$ cat src/rtl/trace_cmd_queue_pkg.sv
// Shared trace command definitions and cache address geometry for the trace front end.
package trace_cmd_queue_pkg;

    localparam int unsigned CMD_BITS    = 4;
    localparam int unsigned ADDR_BITS   = 32;
    localparam int unsigned OFFSET_BITS = 6;
    localparam int unsigned INDEX_BITS  = 7;
    localparam int unsigned TAG_BITS    = ADDR_BITS - INDEX_BITS - OFFSET_BITS;

    typedef enum logic [CMD_BITS-1:0] {
        RD_DATA = 4'd0,
        WR_DATA = 4'd1,
        RD_INST = 4'd2,
        SNP_INV = 4'd3,
        SNP_RD  = 4'd4,
        CLEAR   = 4'd8,
        PRINT   = 4'd9
    } trace_cmd_e;

    function automatic logic is_legal_cmd(input logic [CMD_BITS-1:0] cmd);
        logic legal;
        case (cmd)
            RD_DATA, WR_DATA, RD_INST, SNP_INV, SNP_RD, CLEAR, PRINT: legal = 1'b1;
            default:                                                  legal = 1'b0;
        endcase
        return legal;
    endfunction

    function automatic logic is_op_cmd(input logic [CMD_BITS-1:0] cmd);
        return cmd <= CMD_BITS'(SNP_RD);
    endfunction

endpackage

$ cat src/rtl/trace_cmd_queue_addr_split.sv
// Pure combinational tag/index/offset slicer; shared with the cache model.
module addr_split #(
    parameter int unsigned ADDR_W      = 32,
    parameter int unsigned TAG_BITS    = 19,
    parameter int unsigned INDEX_BITS  = 7,
    parameter int unsigned OFFSET_BITS = 6
) (
    input  logic [ADDR_W-1:0]      addr_i,
    output logic [TAG_BITS-1:0]    tag_o,
    output logic [INDEX_BITS-1:0]  index_o,
    output logic [OFFSET_BITS-1:0] offset_o
);

    always_comb begin
        tag_o    = addr_i[ADDR_W-1 -: TAG_BITS];
        index_o  = addr_i[OFFSET_BITS +: INDEX_BITS];
        offset_o = addr_i[OFFSET_BITS-1:0];
    end

endmodule

$ cat src/rtl/trace_cmd_queue.sv
// Trace record queue: stores legal commands, issues cache ops by handshake,
// auto-retires clear/print controls in order, and counts dropped illegal codes.
module trace_cmd_queue
    import trace_cmd_queue_pkg::*;
#(
    parameter int unsigned DEPTH  = 8,
    parameter int unsigned ADDR_W = ADDR_BITS,
    parameter int unsigned CMD_W  = CMD_BITS,
    parameter int unsigned ERR_W  = 16
) (
    input  logic                     clk,
    input  logic                     rst,
    input  logic                     in_valid,
    output logic                     in_ready,
    input  logic [CMD_W-1:0]         in_cmd,
    input  logic [ADDR_W-1:0]        in_addr,
    output logic                     out_valid,
    input  logic                     out_ready,
    output logic [CMD_W-1:0]         out_cmd,
    output logic [TAG_BITS-1:0]      out_tag,
    output logic [INDEX_BITS-1:0]    out_index,
    output logic [OFFSET_BITS-1:0]   out_offset,
    output logic                     out_snoop,
    output logic                     ctl_clear,
    output logic                     ctl_print,
    output logic                     err_pulse,
    output logic [ERR_W-1:0]         err_count,
    output logic [$clog2(DEPTH):0]   count
);

    localparam int unsigned PTR_W = $clog2(DEPTH);
    localparam int unsigned CNT_W = PTR_W + 1;
    localparam int unsigned ENT_W = CMD_W + ADDR_W;

    logic [ENT_W-1:0]  mem_q [DEPTH];
    logic [PTR_W-1:0]  rd_q, rd_d, wr_q, wr_d;
    logic [CNT_W-1:0]  cnt_q, cnt_d;
    logic [ERR_W-1:0]  err_cnt_q, err_cnt_d;
    logic              err_pulse_q, err_pulse_d;
    logic              clr_q, clr_d, prt_q, prt_d;

    logic [ENT_W-1:0]  head_ent;
    logic [CMD_W-1:0]  head_cmd;
    logic [ADDR_W-1:0] head_addr;
    logic              not_empty, head_is_op, head_is_ctl;
    logic              accept, push, drop, pop;

    always_comb begin
        head_ent    = mem_q[rd_q];
        head_cmd    = head_ent[ENT_W-1 -: CMD_W];
        head_addr   = head_ent[ADDR_W-1:0];
        not_empty   = (cnt_q != '0);
        head_is_op  = not_empty && is_op_cmd(CMD_BITS'(head_cmd));
        // Only legal codes are stored, so a non-op head is always clear or print.
        head_is_ctl = not_empty && !is_op_cmd(CMD_BITS'(head_cmd));

        in_ready    = (cnt_q != CNT_W'(DEPTH));
        accept      = in_valid && in_ready;
        push        = accept && is_legal_cmd(CMD_BITS'(in_cmd));
        drop        = accept && !is_legal_cmd(CMD_BITS'(in_cmd));
        pop         = (head_is_op && out_ready) || head_is_ctl;

        wr_d        = push ? wr_q + PTR_W'(1) : wr_q;
        rd_d        = pop  ? rd_q + PTR_W'(1) : rd_q;
        cnt_d       = cnt_q + CNT_W'(push) - CNT_W'(pop);

        clr_d       = head_is_ctl && (head_cmd == CMD_W'(CLEAR));
        prt_d       = head_is_ctl && (head_cmd == CMD_W'(PRINT));
        err_pulse_d = drop;
        err_cnt_d   = (drop && (err_cnt_q != '1)) ? err_cnt_q + ERR_W'(1) : err_cnt_q;
    end

    always_ff @(posedge clk or posedge rst) begin
        if (rst) begin
            rd_q        <= '0;
            wr_q        <= '0;
            cnt_q       <= '0;
            err_cnt_q   <= '0;
            err_pulse_q <= 1'b0;
            clr_q       <= 1'b0;
            prt_q       <= 1'b0;
        end else begin
            rd_q        <= rd_d;
            wr_q        <= wr_d;
            cnt_q       <= cnt_d;
            err_cnt_q   <= err_cnt_d;
            err_pulse_q <= err_pulse_d;
            clr_q       <= clr_d;
            prt_q       <= prt_d;
        end
    end

    always_ff @(posedge clk) begin
        if (push) begin
            mem_q[wr_q] <= {in_cmd, in_addr};
        end
    end

    addr_split #(
        .ADDR_W      (ADDR_W),
        .TAG_BITS    (TAG_BITS),
        .INDEX_BITS  (INDEX_BITS),
        .OFFSET_BITS (OFFSET_BITS)
    ) u_addr_split (
        .addr_i   (head_addr),
        .tag_o    (out_tag),
        .index_o  (out_index),
        .offset_o (out_offset)
    );

    always_comb begin
        out_valid = head_is_op;
        out_cmd   = head_cmd;
        out_snoop = not_empty && ((head_cmd == CMD_W'(SNP_INV)) || (head_cmd == CMD_W'(SNP_RD)));
        ctl_clear = clr_q;
        ctl_print = prt_q;
        err_pulse = err_pulse_q;
        err_count = err_cnt_q;
        count     = cnt_q;
    end

endmodule

$ cat config.mk
export PLATFORM = sky130hd
export DESIGN_NAME = trace_cmd_queue
export DESIGN_NICKNAME = d
export VERILOG_FILES = /design/src/rtl/trace_cmd_queue_pkg.sv /design/src/rtl/trace_cmd_queue_addr_split.sv /design/src/rtl/trace_cmd_queue.sv
export SDC_FILE = /design/constraint.sdc
export NUM_CORES = 1
export LEC_CHECK = 0
export CAP_MARGIN = 25
export CORE_MARGIN = 4
export CORE_UTILIZATION = 62
export DETAILED_ROUTE_END_ITERATION = 10
export GPL_ROUTABILITY_DRIVEN = 0
export PLACE_DENSITY = 0.84
export SLEW_MARGIN = 15
export SYNTH_ARGS = -nofsm -noshare
export SYNTH_HDL_FRONTEND = slang
export SYNTH_SLANG_ARGS = --single-unit
export TNS_END_PERCENT = 30
$ cat constraint.sdc
create_clock -name clk -period 8.65 [get_ports clk]
set_input_delay 1.73 -clock clk [delete_from_list [all_inputs] [get_ports clk]]
set_output_delay 1.73 -clock clk [all_outputs]
set_load 0.05 [all_outputs]
After elaboration in Yosys (flattened, before gate mapping)
Memories as Yosys holds them, arrays and structs flattened.
Cells that the tools add are included.
{"block": "op_classes", "addsub": 5, "order_cmp": 1, "n_eq_ne": 12, "n_mux": 3, "n_reduce_logical": 17}
{"cell": "adder 16 x 1 -> 16 bit (second input constant)", "n": 1}
{"cell": "equality test 4 bit (second input constant)", "n": 4}
{"cell": "!= test 16 bit (second input constant)", "n": 1}
{"cell": "equality test 4 x 2 -> 1 bit (second input constant)", "n": 3}
{"cell": "logical AND 1 bit", "n": 10}
{"cell": "equality test 4 x 3 -> 1 bit (second input constant)", "n": 2}
{"cell": "OR reduction 7 bit", "n": 1}
{"cell": "adder 3 x 1 -> 3 bit (second input constant)", "n": 2}
{"cell": "adder 4 x 1 -> 4 bit", "n": 1}
{"cell": "equality test 4 x 1 -> 1 bit (second input constant)", "n": 1}
{"cell": "less-or-equal comparator 4 x 3 -> 1 bit (second input constant)", "n": 1}
{"cell": "zero test 4 bit", "n": 1}
{"cell": "!= test 4 bit (second input constant)", "n": 1}
{"cell": "nonzero test 4 bit", "n": 1}
{"cell": "subtractor 4 x 1 -> 4 bit", "n": 1}
{"cell": "two-way mux 1 bit", "n": 3}
{"cell": "zero test 1 bit", "n": 2}
{"cell": "logical OR 1 bit", "n": 2}
{"block": "totals", "register_bits": 29, "ramBits": 288, "in_bits": 40, "elab_cells": 46, "memories": 1}
{"name": "mem_q", "words": 8, "width": 36, "read_ports": 1, "rd_clocked_by_memory_dff": 0, "wr": 1, "line_no": "trace_cmd_queue.sv:35", "text": "logic [ENT_W-1:0] mem_q [DEPTH];"}

Longest topological paths before layout
Gate-level depths: netlist of the first run.
{"block": "logic_depth", "depth_word": 6, "mapped_depth": 12, "mapped_depth_nobuf": 11}

Hierarchy
A second synthesis of the first run with hierarchy kept.
{"block": "hier_totals", "hier_cells": 592, "area_unflattened_um2": 12554.5}
{"mod": "trace_cmd_queue", "instances": 1, "cells_per_inst": 560, "area_per_inst_um2": 12314.3}
{"mod": "addr_split", "instances": 1, "cells_per_inst": 32, "area_per_inst_um2": 240.2}

Worst setup path before layout of the first run
Ideal clock, no wire load.
{"block": "synth_timing", "path_type": "in2reg", "startpoint": "in in_cmd[0]", "endpoint": "mem mem_q[0][0] (netlist bit) (enable)", "setup_ps": 474, "arrival_ps": 5022, "required_ps": 8176, "slack_ps": 3154, "stages": 6, "n_path_buf": 1, "path_cell_list": "o21a_1 -> o21ai_0 -> and3_1 -> clkbuf_1 -> nand2b_1 -> nor3_1"}
{"block": "synth_between", "elab_chain_len": 6, "word_cells_on_any_way": 12, "classes_between": "eq/ne: 6; mux: 3; reduce/logical: 3"}
{"item": "start: declaration", "line_no": "trace_cmd_queue.sv:15", "text": "input logic [CMD_W-1:0] in_cmd,"}
{"item": "equality test 4 x 1 -> 1 bit, or another cell as far along", "line_no": "trace_cmd_queue_pkg.sv:22", "text": "case (cmd)"}
{"item": "OR reduction 7 bit *", "line_no": "trace_cmd_queue_pkg.sv:22"}
{"item": "two-way mux 1 bit *", "line_no": "trace_cmd_queue_pkg.sv:22"}
{"item": "logical AND 1 bit *", "line_no": "trace_cmd_queue.sv:59", "text": "push = accept && is_legal_cmd(CMD_BITS'(in_cmd));"}
{"item": "two-way mux 1 bit *", "line_no": "trace_cmd_queue.sv:94", "text": "if (push) begin"}
{"item": "two-way mux 1 bit (not written as such) *", "line_no": "trace_cmd_queue.sv:95", "text": "mem_q[wr_q] <= {in_cmd, in_addr};"}
{"item": "end: declaration", "line_no": "trace_cmd_queue.sv:35"}
Every way passes the cells marked *; elsewhere a longest branch is shown, timed or not.

Worst setup path in the final report of the first run
{"block": "layout_timing", "startpoint": "reg rd_q[0]", "endpoint": "out out_snoop"}
{"block": "layout_between", "elab_chain_len": 4, "word_cells_on_any_way": 5, "classes_between": "eq/ne: 2; reduce/logical: 2; memory: 1"}
{"item": "start: declaration", "line_no": "trace_cmd_queue.sv:36", "text": "logic [PTR_W-1:0] rd_q, rd_d, wr_q, wr_d;"}
{"item": "start signal: assignment", "line_no": "trace_cmd_queue.sv:83", "text": "rd_q <= rd_d;"}
{"item": "memory (8 x 36 bit) *"}
{"item": "equality test 4 x 2 -> 1 bit / equality test 4 x 3 -> 1 bit (equally long branches)", "line_no": "trace_cmd_queue.sv:114", "text": "out_snoop = not_empty && ((head_cmd == CMD_W'(SNP_INV)) || (head_cmd == CMD_W'(SNP_RD)));"}
{"item": "logical OR 1 bit *", "line_no": "trace_cmd_queue.sv:114"}
{"item": "logical AND 1 bit *", "line_no": "trace_cmd_queue.sv:114"}
{"item": "end: declaration", "line_no": "trace_cmd_queue.sv:23", "text": "output logic out_snoop,"}
Marks and branches as above.

==> results of run 1 <==
worst max-delay path by stage:
stage / endpoint / depth (start not counted)
2_1_floorplan: mem_q[0][0] / 6
3_3_place_gp: out_snoop / 6
3_5_place_dp: out_snoop / 6
4_1_cts: out_snoop / 6
5_1_grt: out_snoop / 7
6_report: out_snoop / 7
cells by family (layout without fill, tap and decap cells):
logic type	count (synthesis)	count (layout)	synth area share (%)
AO/OA/AOI/OAI	9	9	0.499
XOR/XNOR	21	21	1.50
adder cells (fa/ha/maj)	10	10	1.08
buffers and inverters	36	186	1.24
flip-flops	317	317	76.3
multiplexers	111	111	17.0
AND/OR/NAND/NOR	56	56	2.34
placed cells by master (no fill, tap or decap), types with 4 or more instances in the layout:
cell               n
and3_1             6
buf_4             10
bufinv_16          6
clkbuf_16         31
clkdlybuf4s50_1  101
clkinv_1           7
clkinv_2           9
dfrtp_1           26
edfxtp_1         288
ha_1               9
inv_1             12
mux2_2            32
mux4_2            72
nand2_1            9
nand2b_1           4
nand3_1            6
nand4_1            9
nor2_1             6
nor2_4             6
xnor2_1           14
xor2_1             7
metrics by stage:
stage / hold WS [ns] / power, uW / setup WS, ns
5_1_grt: 0.479 / 5650 / 2.62
6_report: 0.470 / 5430 / 2.88
2_1_floorplan: 0.480 / 3450 / 3.15
4_1_cts: 0.472 / 5450 / 2.54
3_5_place_dp: 0.458 / 4030 / 3.17
3_3_place_gp: 0.461 / 3980 / 3.21
per-layer routing:
layer  routed length, um  GRT usage, %  vias to the layer above
met5                   0             0                        -
met4                 554          6.77                        0
met3                1550          3.80                       38
met2               13100          39.4                      243
met1                9510          32.3                     3177
li1                    -             -                     2545
worst max-delay path: stages (launching register included):
cell and delay, ns:
dfrtp_4 0.62, buf_16 0.32, buf_4 0.47, mux4_2 0.59
mux2_4 0.31, nand2b_1 0.17, a21oi_1 0.12, clkdlybuf4s50_1 0.82
sequential cells by signal, indices dropped and copies added, names as in the netlist:
register   count
mem_q        288
err_count     16
count          4
rd_q           3
wr_q           3
ctl_clear      1
ctl_print      1
err_pulse      1
power by group through the flow:
stage	registers (uW)	clock network, uW	logic [uW]
floorplan	2000	0	1450
global placement	2060	0	1930
detailed placement	2070	0	1960
CTS	2050	1410	2000
global route	1970	1480	2210
finish	1950	1380	2090
final cells by class:
cell class	instances	area [um2]	area share, %
sequential	317	9380	63.4
multi-input combinational	207	2810	19.0
timing repair buffer	114	1170	7.89
clock buffer	34	787	5.32
tap	265	332	2.24
clock inverter	24	269	1.82
inverter	14	52.6	0.355
==> impl_results.md, run 1 <==
* Util after Layout at 76.1%
* Final hold violations at 0
* Tot GR Track Use at 23.3%
* Clock-pin slew on the worst setup and hold paths at 0.06 ns
* Synth warn at 0
* Worst r2r path cells at 11
* Leak at 0.00494 uW
* Chip width at about 150 um
* Worst Hold Endpoint: rd_q[2]
* Number of top-level pins at 102
* PwrDens at 367 mW/mm2
* Iter 0 DRT Violations at 590
* Clock sink count at 317
* CTS max path bufs at 3
* Worst skew pair latency at 0.55 ns
* Critical Path AT at approximately 4 ns
* Switch share at a little over a third
* Area grow syn2layout at 20.5%
* Synth Register Bits at 317
* Final period util at 66.7%
* Layout cells sized above 1 at 25.8%
* Status: completed
* Remaining DRCs at 0
* Least-Margin Pin Slew at 0.712 ns
* Vias in the first global route at 6558
* Crit path max fanout at 38
* Most frequent cell after synthesis: edfxtp_1
* H-tree levels at 1
* Max Cap Viol at 0
* Main flop type after synthesis: edfxtp_1
* Worst setup SP type: flop
* Setup CP Type: reg2out
* Cell internal pwr at about 3500 uW
* Row cnt at 51
* Worst Skew at 0.0170 ns
* Global route overflow at 0
* Worst Hold Class: reg2reg
* Initial antenna violation count at 0
* Area after DPL at 0.0137 mm2
* Reg2Reg Setup Slack at between 4 and 5 ns
* DR WL/cell at 25.4 um
* Unrepaired setup endpoints after global routing: no
* Core Footprint at 0.0195 mm2
* Port bufs at 101
* CTS resizes at 0
* Largest net degree at the start of global routing at 75
* Post CTS Setup Buffer Count at 0
* # setup viols final at 0
* Die height at 149 um
* Post-layout instance count excluding filler cells at 975
* Avg Inst Size Synth at 21.9 um2
* Sequential share of power at a little over a third
* Max_slew headroom at 52.1%
* Via count at 6003
* Finished Cell Area at 0.0148 mm2
* CTS tree: built
* Root buf cell: clkbuf_16
* EDFF count, synth at 288
* Clock buffer count from CTS at 31
* Global-route wire length before repair at 38.8 mm
* Leading area contributor after synthesis: edfxtp_1
* Worst Setup End Kind: output port
* Ant diodes at 0
* Post-synth ARST share at 9.15%
* Post-Synthesis Cells at 560
* Hold Path Origin: rd_q[2]
* WP data required at 6.92 ns
* Drt pass-1 iters at 5
* Final WL at 24.7 mm
* Area of the die at 0.0221 mm2
* Crit path from: rd_q[0]
* Hold depth at 1
* Syn Nets at 610
* Clock Power Share at 25.5%
* Switching power at roughly 1900 uW
* R2R Path Start: rd_q[0]
* Setup TNS at 0 ns
* Fillers at 1033
* Gate power share at 38.6%
* Area contributors post-synth: edfxtp_1 (70%), mux4_2 (13%), dfrtp_1 (5.9%)
* Distinct cells, synth at 36
* Slew Limit Fails at 0
* Final net count at 735
* ANT nets after route at 0
* Final worst path period need at 5.77 ns
* Post-synth top cells: edfxtp_1 (288), mux4_2 (72), mux2_2 (32)
* Achievable Freq at 0.173 GHz
* Peak supply drop at 0.307 mV
* Detail Placement HPWL at roughly 12 mm
* Critical R2R Capture: count[2]
* Post-synth top area share at a little over two thirds
* Hold-fix buffers at CTS at 0
* Dpl cells at 915
* Initial Util at 63.1%
* Seq/Total Area, Yosys at 76.3%
* Mapped Area at 0.0123 mm2
* Vias/cell at roughly 6
No activity file was read; power rests on OpenSTA's default activity.
==> run 2, diff against run 1 <==
CORE_UTILIZATION = 58   (was 62)
PLACE_DENSITY = 0.8   (was 0.84)
clock period = 5.4 ns   (was 8.65 ns; I/O delays follow)
==> impl_results.md, run 2 (same netlist as run 1, synthesis figures left out) <==
* PwrDens at 571 mW/mm2 (was 367 mW/mm2)
* Layout cells sized above 1 at 25.6% (was 25.8%)
* FF+latch area at 0.00938 mm2 (unchanged)
* Top delay family on crit path: buffers and inverters (unchanged)
* Setup CP Type: reg2out (unchanged)
* Commonest cells after routing, fill and taps aside: edfxtp_1 (288), clkdlybuf4s50_1 (101), mux4_2 (72), mux2_2 (32), clkbuf_16 (31) (unchanged)
* Worst setup SP type: flop (unchanged)
* ANT nets after route at 0 (unchanged)
* # setup viols final at 0 (unchanged)
* Worst Setup End Kind: output port (unchanged)
* Area grow syn2layout at 19.8% (was 20.5%)
* Achievable Freq at 0.212 GHz
* Buf/Inv on CP at 2 (was 3)
* Worst Skew at 0.00885 ns (was 0.0170 ns)
* Core Footprint at 0.0206 mm2 (was 0.0195 mm2)
* Most flops, register: mem_q (unchanged)
* Remaining DRCs at 0 (unchanged)
* Multi-input gate area at 0.00281 mm2 (unchanged)
* Clock buffer count from CTS at 31 (unchanged)
* Die height at 154 um (was 149 um)
* Worst skew pair latency at 0.54 ns (was 0.55 ns)
* Unrepaired setup endpoints after global routing: no (unchanged)
* Row cnt at 52 (was 51)
* CTS max path bufs at 3 (unchanged)
* Initial Util at 59.8% (was 63.1%)
* Global route overflow at 0 (unchanged)
* Initial antenna violation count at 0 (unchanged)
* Port bufs at 101 (unchanged)
* CP peak stage delay at 0.98 ns (was 0.82 ns)
* Status: completed (unchanged)
* Final worst path period need at 4.71 ns
* Vias in the first global route at 6335 (was 6558)
* DR WL/cell at 24.3 um (was 25.4 um)
* Vias/cell at 5.96 (was 6.16)
* Largest net degree at the start of global routing at 75 (unchanged)
* CTS tree: built (unchanged)
* Hold-fix buffers at CTS at 0 (unchanged)
* Iter 0 DRT Violations at 430 (was 590)
* Setup TNS at 0 ns (unchanged)
* Peak supply drop at 0.383 mV (was 0.307 mV)
* Least-Margin Pin Slew at 0.862 ns (was 0.712 ns)
* Final WL at 23.8 mm (was 24.7 mm)
* Chip width at 154 um (was 149 um)
* Commonest non-fill, non-tap cell in the layout: edfxtp_1 (unchanged)
* Leak at 0.00488 uW (was 0.00494 uW)
* Overall Power at 8400 uW (was 5430 uW)
* WP data required at 4.32 ns (was 6.92 ns)
* Number of top-level pins at 102 (unchanged)
* H-tree levels at 1 (unchanged)
* CTS resizes at 0 (unchanged)
* Max Cap Viol at 0 (unchanged)
* Util after Layout at 71.6% (was 76.1%)
* Via count at 5843 (was 6003)
* Crit path max fanout at 43 (was 38)
* Final hold violations at 0 (unchanged)
* Global-route wire length before repair at 37.5 mm (was 38.8 mm)
* CP cell instances: buf_4 > mux4_2 > mux2_2 > clkdlybuf4s50_1 (was buf_16 > buf_4 > mux4_2 > mux2_4 > nand2b_1 > a21oi_1 > clkdlybuf4s50_1)
* Area of the die at 0.0236 mm2 (was 0.0221 mm2)
* Fillers at 1224 (was 1033)
* Slew Limit Fails at 0 (unchanged)
* Worst Hold Class: reg2reg (unchanged)
* Detail Placement HPWL at 14.0 mm (was 12.3 mm)
* Root buf cell: clkbuf_16 (unchanged)
* Ant diodes at 0 (unchanged)
* Max_slew headroom at 42.5% (was 52.1%)
* Critical Path AT at 3.63 ns (was 4.04 ns)
* Clock-pin slew on the worst setup and hold paths at 0.06 ns (about the same)
* Slowest stage cell, crit path: dfrtp_4 (was clkdlybuf4s50_1)
* Drt pass-1 iters at 4 (was 5)
* Tot GR Track Use at 20.5% (was 23.3%)
* Post CTS Setup Buffer Count at 0 (unchanged)
* Final net count at 737 (was 735)
* Final period util at 87.2%
* Max reg flops at 288 (unchanged)
* Clock sink count at 317 (unchanged)
run 2: cell count changes in the layout (fill, tap and decap cells not counted), sizes merged:
| cell | change |
|---|---|
| bufinv | -6 |
| clkbuf | +5 |
| clkinv | -1 |
| buf | +2 |
| clkinvlp | +1 |
run 2: layout make-up:
type	instances	area share [%]
Timing Repair Buffer	116	8.25
Multi-Input combinational cell	207	19.1
Sequential cell	317	63.8
Clock buffer	39	5.54
Clock inverter	18	0.689
Tap cell	270	2.30
Inverter	14	0.357
run 2: worst register-to-register path: stages, from the launching register on:
cell and delay [ns]:
dfrtp_4 0.98, mux4_2 0.70, mux2i_4 0.24, a21oi_1 0.17
o31a_1 0.34, ha_1 0.30, inv_1 0.06, ha_1 0.16
inv_1 0.05, fa_1 0.38, xnor2_1 0.15
run 2: report_power, final:
group	internal [uW]	switching (uW)
clock	1070	862
combinational	1380	1870
sequential	2930	277
total	5380	3010
run 2: per-stage QoR:
| stage | hold WS, ns | std cells | instance area [um2] | setup slack [ns] |
|---|---|---|---|---|
| final | 0.511 | 981 | 14700 | 0.689 |
| after global routing | 0.523 | 981 | 14700 | 0.423 |
| after CTS | 0.510 | 980 | 14700 | 0.595 |
| after detailed placement | 0.495 | 923 | 13800 | 1.22 |
| after global placement | 0.488 | 917 | 13700 | 1.24 |
| after floorplan | 0.480 | 560 | 12300 | 0.420 |
run 2: worst paths after layout:
| kind | startpoint | endpoint | slack, ns | depth (start not counted) |
|---|---|---|---|---|
| min in group asynchronous | rst | err_count[7] | 0.91 | 2 |
| worst min-delay path | err_count[15] | err_count[15] | 0.51 | 1 |
| worst max-delay path | rd_q[0] | out_index[6] | 0.69 | 4 |
| worst max register to register | rd_q[0] | count[2] | 1.76 | 10 |
| worst min register to register | err_count[15] | err_count[15] | 0.51 | 1 |
| max in group asynchronous | rst | rd_q[2] | 3.95 | 3 |
run 2: per-layer routing:
| metal | global-route usage [%] | vias to the layer above | wire length, um |
|---|---|---|---|
| met3 | 2.95 | 30 | 1060 |
| met1 | 28.2 | 3062 | 9670 |
| li1 | - | 2564 | - |
| met4 | 4.50 | 0 | 431 |
| met2 | 35.6 | 187 | 12700 |
| met5 | 0 | - | 0 |
